===== src/rtl/maxpool_pkg.sv =====
// -----------------------------------------------------------------------------
// maxpool_pkg
// Shared types and constants for the streaming max-pool stage.
//   - state_t         : window FSM state (ACCUM collecting, HOLD result pending)
//   - MAXPOOL_DATA_W  : default sample/result width
//   - cnt_width()     : window counter width for a given pool size
// -----------------------------------------------------------------------------
package maxpool_pkg;

    localparam int MAXPOOL_DATA_W = 8;

    typedef enum logic {
        ACCUM = 1'b0,
        HOLD  = 1'b1
    } state_t;

    // A pool size of 1 would give $clog2 == 0; keep at least one bit so the
    // counter declaration stays legal for any parameterisation.
    function automatic int cnt_width(input int pool_size);
        return (pool_size > 1) ? $clog2(pool_size) : 1;
    endfunction

endpackage


===== src/rtl/max_cmp2.sv =====
// -----------------------------------------------------------------------------
// max_cmp2
// Combinational two's-complement maximum of two N-bit values.
// Ports:
//   a_i   in  N  signed operand (running max)
//   b_i   in  N  signed operand (new sample)
//   max_o out N  max(a_i, b_i); on a tie a_i is returned
// -----------------------------------------------------------------------------
module max_cmp2 #(
    parameter int N = 8
) (
    input  logic signed [N-1:0] a_i,
    input  logic signed [N-1:0] b_i,
    output logic signed [N-1:0] max_o
);

    // Strict greater-than keeps a_i on ties.
    assign max_o = (b_i > a_i) ? b_i : a_i;

endmodule


===== src/rtl/maxpool_window_unit.sv =====
// -----------------------------------------------------------------------------
// maxpool_window_unit
// Streaming max-pool stage: accepts one signed sample per handshake and emits
// the maximum of every POOL_SIZE consecutive samples, one result per window.
//
// Optional feature macro: MAXPOOL_RELU_EN
//   defined   -> the registered result is clamped at zero (fused ReLU);
//                the running max itself is never clamped.
//   undefined -> raw signed maximum, negatives pass through.
//
// Ports:
//   clk           in   1  rising-edge clock
//   master_rst_n  in   1  asynchronous active-low reset
//   clr           in   1  synchronous flush (drops partial window and result)
//   in_valid      in   1  in_data valid
//   in_ready      out  1  sample accepted this cycle when in_valid is high
//   in_data       in   N  signed activation
//   out_valid     out  1  out_data holds a completed window maximum
//   out_ready     in   1  consumer takes out_data this cycle
//   out_data      out  N  signed window maximum
//   busy          out  1  partial window in progress or result pending
//   state_dbg     out  -  current FSM state, for observation only
//
// Handshake: a transfer happens on a rising edge where valid and ready are both
// high; valid never depends on ready, and a producer holding valid keeps its
// data stable until the transfer.
// -----------------------------------------------------------------------------
module maxpool_window_unit
    import maxpool_pkg::*;
#(
    parameter int N         = MAXPOOL_DATA_W,
    parameter int POOL_SIZE = 4
) (
    input  logic         clk,
    input  logic         master_rst_n,
    input  logic         clr,
    input  logic         in_valid,
    output logic         in_ready,
    input  logic [N-1:0] in_data,
    output logic         out_valid,
    input  logic         out_ready,
    output logic [N-1:0] out_data,
    output logic         busy,
    output state_t       state_dbg
);

    localparam int CNT_W = cnt_width(POOL_SIZE);
    localparam logic [CNT_W-1:0] CNT_LAST = CNT_W'(POOL_SIZE - 1);

    state_t           state_q, state_d;
    logic [CNT_W-1:0] cnt_q, cnt_d;
    logic [N-1:0]     run_max_q, run_max_d;
    logic [N-1:0]     out_data_q, out_data_d;
    logic             out_valid_q, out_valid_d;

    logic             accept;
    logic             emit;
    logic [N-1:0]     max_v;
    logic [N-1:0]     result_v;

    max_cmp2 #(.N(N)) u_cmp (
        .a_i   (run_max_q),
        .b_i   (in_data),
        .max_o (max_v)
    );

`ifdef MAXPOOL_RELU_EN
    assign result_v = max_v[N-1] ? '0 : max_v;
`else
    assign result_v = max_v;
`endif

    // In HOLD the next window's first sample may only enter in the same cycle
    // the pending result drains. clr blocks every handshake.
    assign in_ready = !clr && ((state_q == ACCUM) || out_ready);
    assign accept   = in_valid && in_ready;
    assign emit     = out_valid_q && out_ready && !clr;

    always_comb begin
        state_d     = state_q;
        cnt_d       = cnt_q;
        run_max_d   = run_max_q;
        out_data_d  = out_data_q;
        out_valid_d = out_valid_q;

        if (clr) begin
            state_d     = ACCUM;
            cnt_d       = '0;
            run_max_d   = '0;
            out_valid_d = 1'b0;
        end else begin
            if (emit) begin
                out_valid_d = 1'b0;
                state_d     = ACCUM;
            end
            if (accept) begin
                if (cnt_q == '0) begin
                    // First sample of a window seeds the running max.
                    run_max_d = in_data;
                    cnt_d     = CNT_W'(1);
                end else if (cnt_q == CNT_LAST) begin
                    out_data_d  = result_v;
                    out_valid_d = 1'b1;
                    cnt_d       = '0;
                    state_d     = HOLD;
                end else begin
                    run_max_d = max_v;
                    cnt_d     = cnt_q + CNT_W'(1);
                end
            end
        end
    end

    always_ff @(posedge clk or negedge master_rst_n) begin
        if (!master_rst_n) begin
            state_q     <= ACCUM;
            cnt_q       <= '0;
            run_max_q   <= '0;
            out_data_q  <= '0;
            out_valid_q <= 1'b0;
        end else begin
            state_q     <= state_d;
            cnt_q       <= cnt_d;
            run_max_q   <= run_max_d;
            out_data_q  <= out_data_d;
            out_valid_q <= out_valid_d;
        end
    end

    assign out_valid = out_valid_q;
    assign out_data  = out_data_q;
    assign busy      = (cnt_q != '0) || out_valid_q;
    assign state_dbg = state_q;

endmodule


===== config.mk =====
export PLATFORM = sky130hd
export DESIGN_NAME = maxpool_window_unit
export DESIGN_NICKNAME = d
export VERILOG_FILES = /design/src/rtl/maxpool_pkg.sv /design/src/rtl/max_cmp2.sv /design/src/rtl/maxpool_window_unit.sv
export SDC_FILE = /design/constraint.sdc
export NUM_CORES = 1
export LEC_CHECK = 0
export ABC_AREA = 1
export CAP_MARGIN = 20
export CORE_ASPECT_RATIO = 1.5
export CORE_MARGIN = 8
export CORE_UTILIZATION = 35
export DETAILED_ROUTE_END_ITERATION = 8
export GPL_TIMING_DRIVEN = 0
export PLACE_DENSITY = 0.69
export SLEW_MARGIN = 40
export SYNTH_ARGS = -nofsm -noshare
export SYNTH_HDL_FRONTEND = slang
export SYNTH_SLANG_ARGS = --single-unit

===== constraint.sdc =====
create_clock -name clk -period 2.4 [get_ports clk]
set_clock_uncertainty 0.15 [all_clocks]
set_input_delay 0.36 -clock clk [delete_from_list [all_inputs] [get_ports clk]]
set_output_delay 0.36 -clock clk [all_outputs]
set_load 0.01 [all_outputs]

==> results of run 1 <==
power breakdown:
group	switching [µW]	internal, µW	total (µW)
clock network	109	112	221
logic	238	169	407
registers	30.2	380	410
how the worst min path moves through the flow:
stage                       from          end  slack, ns
finish               out_data[0]  out_data[0]       0.34
global route         out_data[0]  out_data[0]       0.35
global placement     out_data[2]  out_data[2]       0.31
detailed placement  master_rst_n    state_dbg       0.19
CTS                  out_data[7]  out_data[7]       0.34
floorplan           master_rst_n     cnt_q[0]      -0.09
logic make-up (layout without fill, tap and decap cells):
logic type | Yosys count | in the layout
simple gates | 119 | 119
buf+inv | 24 | 52
flops | 20 | 20
fa+ha+maj | 11 | 11
compound gates | 10 | 10
layout make-up:
| type | instances | area [µm²] | share of cell area |
|---|---|---|---|
| multi-input cells | 140 | 738.2 | 0.4406 |
| flip-flops and latches | 20 | 500.5 | 0.2987 |
| repair buffers | 25 | 250.2 | 0.1494 |
| inverters | 22 | 82.58 | 0.04929 |
| well taps | 43 | 53.80 | 0.03211 |
| clock buffers | 3 | 41.29 | 0.02465 |
| plain buffers | 2 | 8.758 | 0.005228 |
stage by stage:
stage               instance area (µm²)    util  std cells  worst slack, ns
floorplan                          1304       -        184           0.5498
global placement                   1598  0.4420        251         -0.09917
detailed placement                 1593  0.4406        251          -0.1264
CTS                                1644  0.4548        255           0.1413
global route                       1675  0.4635        255          0.01150
finish                             1675  0.4635        255           0.2148
cell usage in the layout (no fill, tap or decap):
| cell type | count |
|---|---|
| o31ai_1 | 1 |
| a21o_2 | 1 |
| dlymetal6s2s_1 | 2 |
| nand3_1 | 8 |
| dlygate4sd3_1 | 1 |
| dfrtp_1 | 20 |
| nand4_4 | 1 |
| nor2_1 | 18 |
| a21oi_1 | 4 |
| o21ai_0 | 3 |
| nand2_1 | 79 |
| clkdlybuf4s50_1 | 21 |
| nand4_1 | 8 |
| buf_2 | 2 |
| inv_1 | 22 |
| o211ai_1 | 1 |
| ha_2 | 1 |
| clkbuf_8 | 3 |
| ha_1 | 10 |
| clkbuf_1 | 1 |
| nor2_2 | 1 |
| nand2_4 | 1 |
| nor2_4 | 1 |
| nand3_4 | 2 |
critical path, stage by stage:
cell and delay (ns):
clkdlybuf4s50_1 0.45, ha_1 0.36, nand2_1 0.08, nand2_1 0.04, nand2_1 0.05, nand2_1 0.05, nand2_1 0.12, nand2_1 0.11
nand2_4 0.13, nand3_4 0.14, nand2_1 0.11, nand3_1 0.07, nand2_1 0.06, nand2_1 0.06
per-layer routing:
metal | up-vias | track usage | part of all wire
met2 | 28 | 0.2016 | 0.51
met3 | 5 | 0.01242 | 0.035
met1 | 556 | 0.1266 | 0.43
met4 | 0 | 0.08410 | 0.031
met5 | - | 0 | 0
li1 | 640 | - | -
what timing repair did:
item | in CTS | in global routing
endpoints found under the setup margin | 0 | 15
resized for setup | 0 | 7
hold buffers | 1 | 0
hold endpoints to repair | 20 | 0
sequential cells by signal, indices dropped and copies added, names as in the netlist:
| signal | cells |
|---|---|
| cnt_q | 2 |
| out_data | 8 |
| out_valid | 1 |
| run_max_q | 8 |
| state_dbg | 1 |
==> results.json, run 1 <==
{
  "path_max_fanout": 9,
  "hpwl_um": 2412,
  "tns_ns": 0,
  "drive_gt1_frac": 0.06132,
  "r2r_end": "run_max_q[2]",
  "grt.overflow.total": 0,
  "dr.pass1.iters": 4,
  "cts_max_level": 1,
  "postSynthAreaPerCell_um2": 7.086,
  "synth_cells": 184,
  "synth_top_area_frac": 0.3839,
  "antenna_left": 0,
  "whs_path_depth": 2,
  "rsz0062_at_grt": "no",
  "synth-edff-count": 0,
  "grt_max_degree": 21,
  "cts_buffers": 3,
  "synth_simple_gate_area_frac": 0.3954,
  "clk_latency_ns": 0.26,
  "antenna_found_initial": 0,
  "hold_viol": 0,
  "slew_violations": 0,
  "drc": 0,
  "ys_seq_area_frac": 0.3839,
  "grt_pass1_vias": 1287,
  "timing.fmax_ghz": 0.4576,
  "worstSetupPathType": "input pin to flop",
  "synth_xor_area_frac": 0,
  "vias_per_cell": 4.820,
  "post_cts_buffers": 0,
  "ys_warn_count": 0,
  "synth_compound_area_frac": 0.04511,
  "nets": 238,
  "start_util": 0.3607,
  "ioPinCount": 25,
  "clk_path_buf_depth": 2,
  "synth.ff_latch_count": 20,
  "peakVddDrop_mv": 0.3633,
  "hold_class": "flop to flop",
  "gp_congestion": 0.7787,
  "drt_iter0_markers": 38,
  "synthAdderAreaFrac": 0.1056,
  "die_area_um2": 5975,
  "critPathLaunch": "in_data[1]",
  "synthTopCellsByCount": "79 x nand2_1, 22 x inv_1, 20 x dfrtp_1, 19 x nor2_1, 11 x ha_1",
  "ys_async_sr_fraction": 1.000,
  "synth_top_family_by_area": "simple AND/OR/NAND/NOR gates",
  "timing.final.crit_share": 0.9105,
  "synth_most_common_cell": "nand2_1",
  "synth.largest_area_cell": "dfrtp_1",
  "fillers": 360,
  "path_clk_slew_ns": 0.07,
  "fp-row-count": 27,
  "power.leakage_uw": 0.0009110,
  "finalCriticalPeriod_ns": 2.185,
  "syn_area_um2": 1304,
  "die_w_um": 65.84,
  "ys_types": 19,
  "num_antenna_cells": 0,
  "routed_wl_um": 3155,
  "rrSetupSlack_ns": 0.33,
  "outcome": "finished clean",
  "synth.area.mux_share": 0,
  "worst-endpoint-required_ns": 2.40,
  "clock-sinks": 20,
  "crit_path_start_kind": "input pin",
  "p_total_uw": 1039,
  "rr_startpoint": "run_max_q[7]",
  "syn-num-nets": 208,
  "die_height_um": 90.75,
  "grt_usage": 0.1176,
  "coreArea_um2": 3615,
  "vias": 1229,
  "end_kind": "flop",
  "r2r_cells": 11,
  "io_buffers": 24,
  "area_growth_pct": 28.50,
  "slew_headroom": 0.6023,
  "synth_flop_cell": "dfrtp_1",
  "cts_tree": "yes",
  "fin_hold_ws_ns": 0.3414,
  "synth_area_leaders": "dfrtp_1 38%, nand2_1 23%, ha_1 11%, inv_1 6.3%, nor2_1 5.5%",
  "max-cap-violations": 0,
  "worstMarginPinSlew_ns": 0.5943,
  "cts_root_buffer": "clkbuf_8",
  "endpoint": "run_max_q[2]",
  "wl_per_cell_um": 12.37,
  "cp.arrival_ns": 2.19,
  "grt_pass1_wl_um": 5651,
  "final-setup-viol-count": 0,
  "power_density_nw_per_um2": 619.9
}
No activity file was read; power rests on OpenSTA's default activity.
==> inputs of run 2 (changes only) <==
--- a/config.mk
+++ b/config.mk
@@ -17,3 +17,4 @@
 export SYNTH_ARGS = -nofsm -noshare
 export SYNTH_HDL_FRONTEND = slang
 export SYNTH_SLANG_ARGS = --single-unit
+export TNS_END_PERCENT = 10
==> results of run 2 <==
The final DEF is identical to that of run 1; final timing and power are the same.
==> inputs of run 3 (changes only) <==
--- a/config.mk
+++ b/config.mk
@@ -7,12 +7,15 @@
 export LEC_CHECK = 0
 export ABC_AREA = 1
 export CAP_MARGIN = 20
+export CELL_PAD_IN_SITES_DETAIL_PLACEMENT = 1
+export CELL_PAD_IN_SITES_GLOBAL_PLACEMENT = 1
 export CORE_ASPECT_RATIO = 1.5
 export CORE_MARGIN = 8
-export CORE_UTILIZATION = 35
+export CORE_UTILIZATION = 33
 export DETAILED_ROUTE_END_ITERATION = 8
 export GPL_TIMING_DRIVEN = 0
-export PLACE_DENSITY = 0.69
+export PLACE_DENSITY = 0.86
+export SKIP_LAST_GASP = 1
 export SLEW_MARGIN = 40
 export SYNTH_ARGS = -nofsm -noshare
 export SYNTH_HDL_FRONTEND = slang
==> constraint.sdc (replaced) <==
create_clock -name clk -period 1.89 [get_ports clk]
set_clock_uncertainty 0.15 [all_clocks]
set_input_delay 0.2835 -clock clk [delete_from_list [all_inputs] [get_ports clk]]
set_output_delay 0.2835 -clock clk [all_outputs]
set_load 0.01 [all_outputs]
==> results.json, run 3 (synthesis gave the netlist of run 1 again) <==
{
  "drt_iter0_markers": 41,
  "die_height_um": 92.98,
  "vias_per_cell": 5.137,
  "fin_util": 0.4964,
  "final_common_cell": "nand2_1",
  "power.leakage_uw": 0.001017,
  "end_kind": "flop",
  "grt.overflow.total": 0,
  "die_w_um": 67.32,
  "peakVddDrop_mv": 0.3854,
  "max-cap-violations": 0,
  "layout_common_cells": "71 x nand2_1, 20 x dfrtp_1, 19 x inv_1",
  "drc": 0,
  "nets": 251,
  "antenna_found_initial": 0,
  "rr_startpoint": "run_max_q[2]",
  "clk_path_buf_depth": 2,
  "fp-row-count": 28,
  "start_util": 0.3383,
  "hold_viol": 0,
  "wl_per_cell_um": 17.58,
  "grt_pass1_wl_um": 7231,
  "final-instance-count-excl-fill": 271,
  "setup_ws_ns": -0.1798,
  "outcome": "complete, but fails checks",
  "grt_pass1_vias": 1485,
  "routed_wl_um": 4763,
  "worstSetupPathType": "input pin to flop",
  "drive_gt1_frac": 0.2035,
  "timing.fmax_ghz": 0.4831,
  "gp_congestion": 0.7823,
  "grt.met2_usage": 0.2746,
  "critPathLaunch": "in_data[4]",
  "cts_root_buffer": "clkbuf_8",
  "clock-sinks": 20,
  "grt_max_degree": 21,
  "hold_class": "input pin to flop",
  "vias": 1392,
  "die_area_um2": 6259,
  "ioPinCount": 25,
  "crit_slowest_cell": "clkdlybuf4s50_1",
  "post-place-cells": 253,
  "failed_checks": "setup timing",
  "antenna_left": 0,
  "io_buffers": 24,
  "coreArea_um2": 3854,
  "crit_path_frequent_cell": "nand2_1",
  "critPathMaxStageDelay_ns": 0.45,
  "rsz0062_at_grt": "yes",
  "worstMarginPinSlew_ns": 0.7452,
  "grt-busiest-layer": "met2",
  "grt_usage": 0.1491,
  "hpwl_um": 2698,
  "dr.pass1.iters": 4,
  "cp.arrival_ns": 2.13,
  "finalCriticalPeriod_ns": 2.070,
  "timing.final.crit_share": 1.095,
  "cts_buffers": 3,
  "fillers": 485,
  "worstHoldStart": "in_data[6]",
  "path_cells": "clkdlybuf4s50_1, ha_1, nand2_1, nor2_4, buf_4, nand4_4, nand3_4, nand2_1, nand2_1, nand2_1, nand2_1",
  "worst-endpoint-required_ns": 1.95,
  "crit_path_start_kind": "input pin",
  "slew_violations": 0,
  "cts_max_level": 1,
  "grt_use_met3": 0.02635,
  "cts_tree": "yes",
  "power_density_nw_per_um2": 894.7,
  "final-setup-viol-count": 17,
  "place_ws_ns": -0.5980,
  "clk_latency_ns": 0.27,
  "path_clk_slew_ns": 0.08,
  "area_growth_pct": 46.74,
  "num_antenna_cells": 0,
  "use_met1": 0.1559,
  "path_max_fanout": 9,
  "slew_headroom": 0.5014
}
## run 3: report_power, final
group	internal (µW)	switching [µW]
combinational	325	409
sequential	482	42.3
clock	284	169
## run 3: final timing paths
| kind | endpoint | slack (ns) | cells past startpoint |
|---|---|---|---|
| hold / removal | run_max_q[6] | 0.31 | 5 |
| min in group asynchronous | run_max_q[4] | 0.36 | 2 |
| setup / recovery | out_data[2] | -0.18 | 11 |
| max in group asynchronous | run_max_q[2] | 0.89 | 2 |
| setup reg to reg | run_max_q[4] | -0.17 | 14 |
| hold reg to reg | out_data[3] | 0.33 | 2 |
## run 3: routing by layer
| metal | wire [µm] | vias to the layer above |
|---|---|---|
| met5 | 0 | - |
| met4 | 112 | 0 |
| li1 | - | 665 |
| met1 | 1796 | 684 |
| met2 | 2691 | 33 |
| met3 | 163 | 10 |
## run 3: through the flow
stage                     hold slack [ns]  instance area (µm²)  TNS [ns]  power, µW
after floorplan                   -0.1621                 1304         0      844.1
after detailed placement           0.1224                 1595    -9.270       1040
final                              0.3142                 1913    -2.435       1712
after global routing               0.3415                 1913    -4.090       1798
after global placement             0.3146                 1600    -8.944       1027
after CTS                          0.3350                 1800    -1.560       1597
## run 3: area by class of cell
class	instances	area, µm²	share of cell area
timing repair buffer	38	365.4	0.1910
inverter	22	82.58	0.04317
clock inverter	1	30.03	0.01570
multi-input combinational	140	828.3	0.4330
clock buffer	3	41.29	0.02158
sequential	20	500.5	0.2616
tap	45	56.30	0.02943
buffer	2	8.758	0.004578
## run 3: what timing repair did
| item | in CTS | in global routing |
|---|---|---|
| pin swaps | 2 | 9 |
| endpoints found under the setup margin | 18 | 17 |
| hold buffers | 1 | 0 |
| hold endpoints to repair | 20 | 0 |
| buffers inserted | 5 | 8 |
| resized for setup | 19 | 14 |
## run 3: critical path: cells and delay by family
| kind | cells | cell delay (ns) |
|---|---|---|
| AND/OR/NAND/NOR | 8 | 0.94 |
| buffers and inverters | 2 | 0.58 |
| adder cells (fa/ha/maj) | 1 | 0.32 |
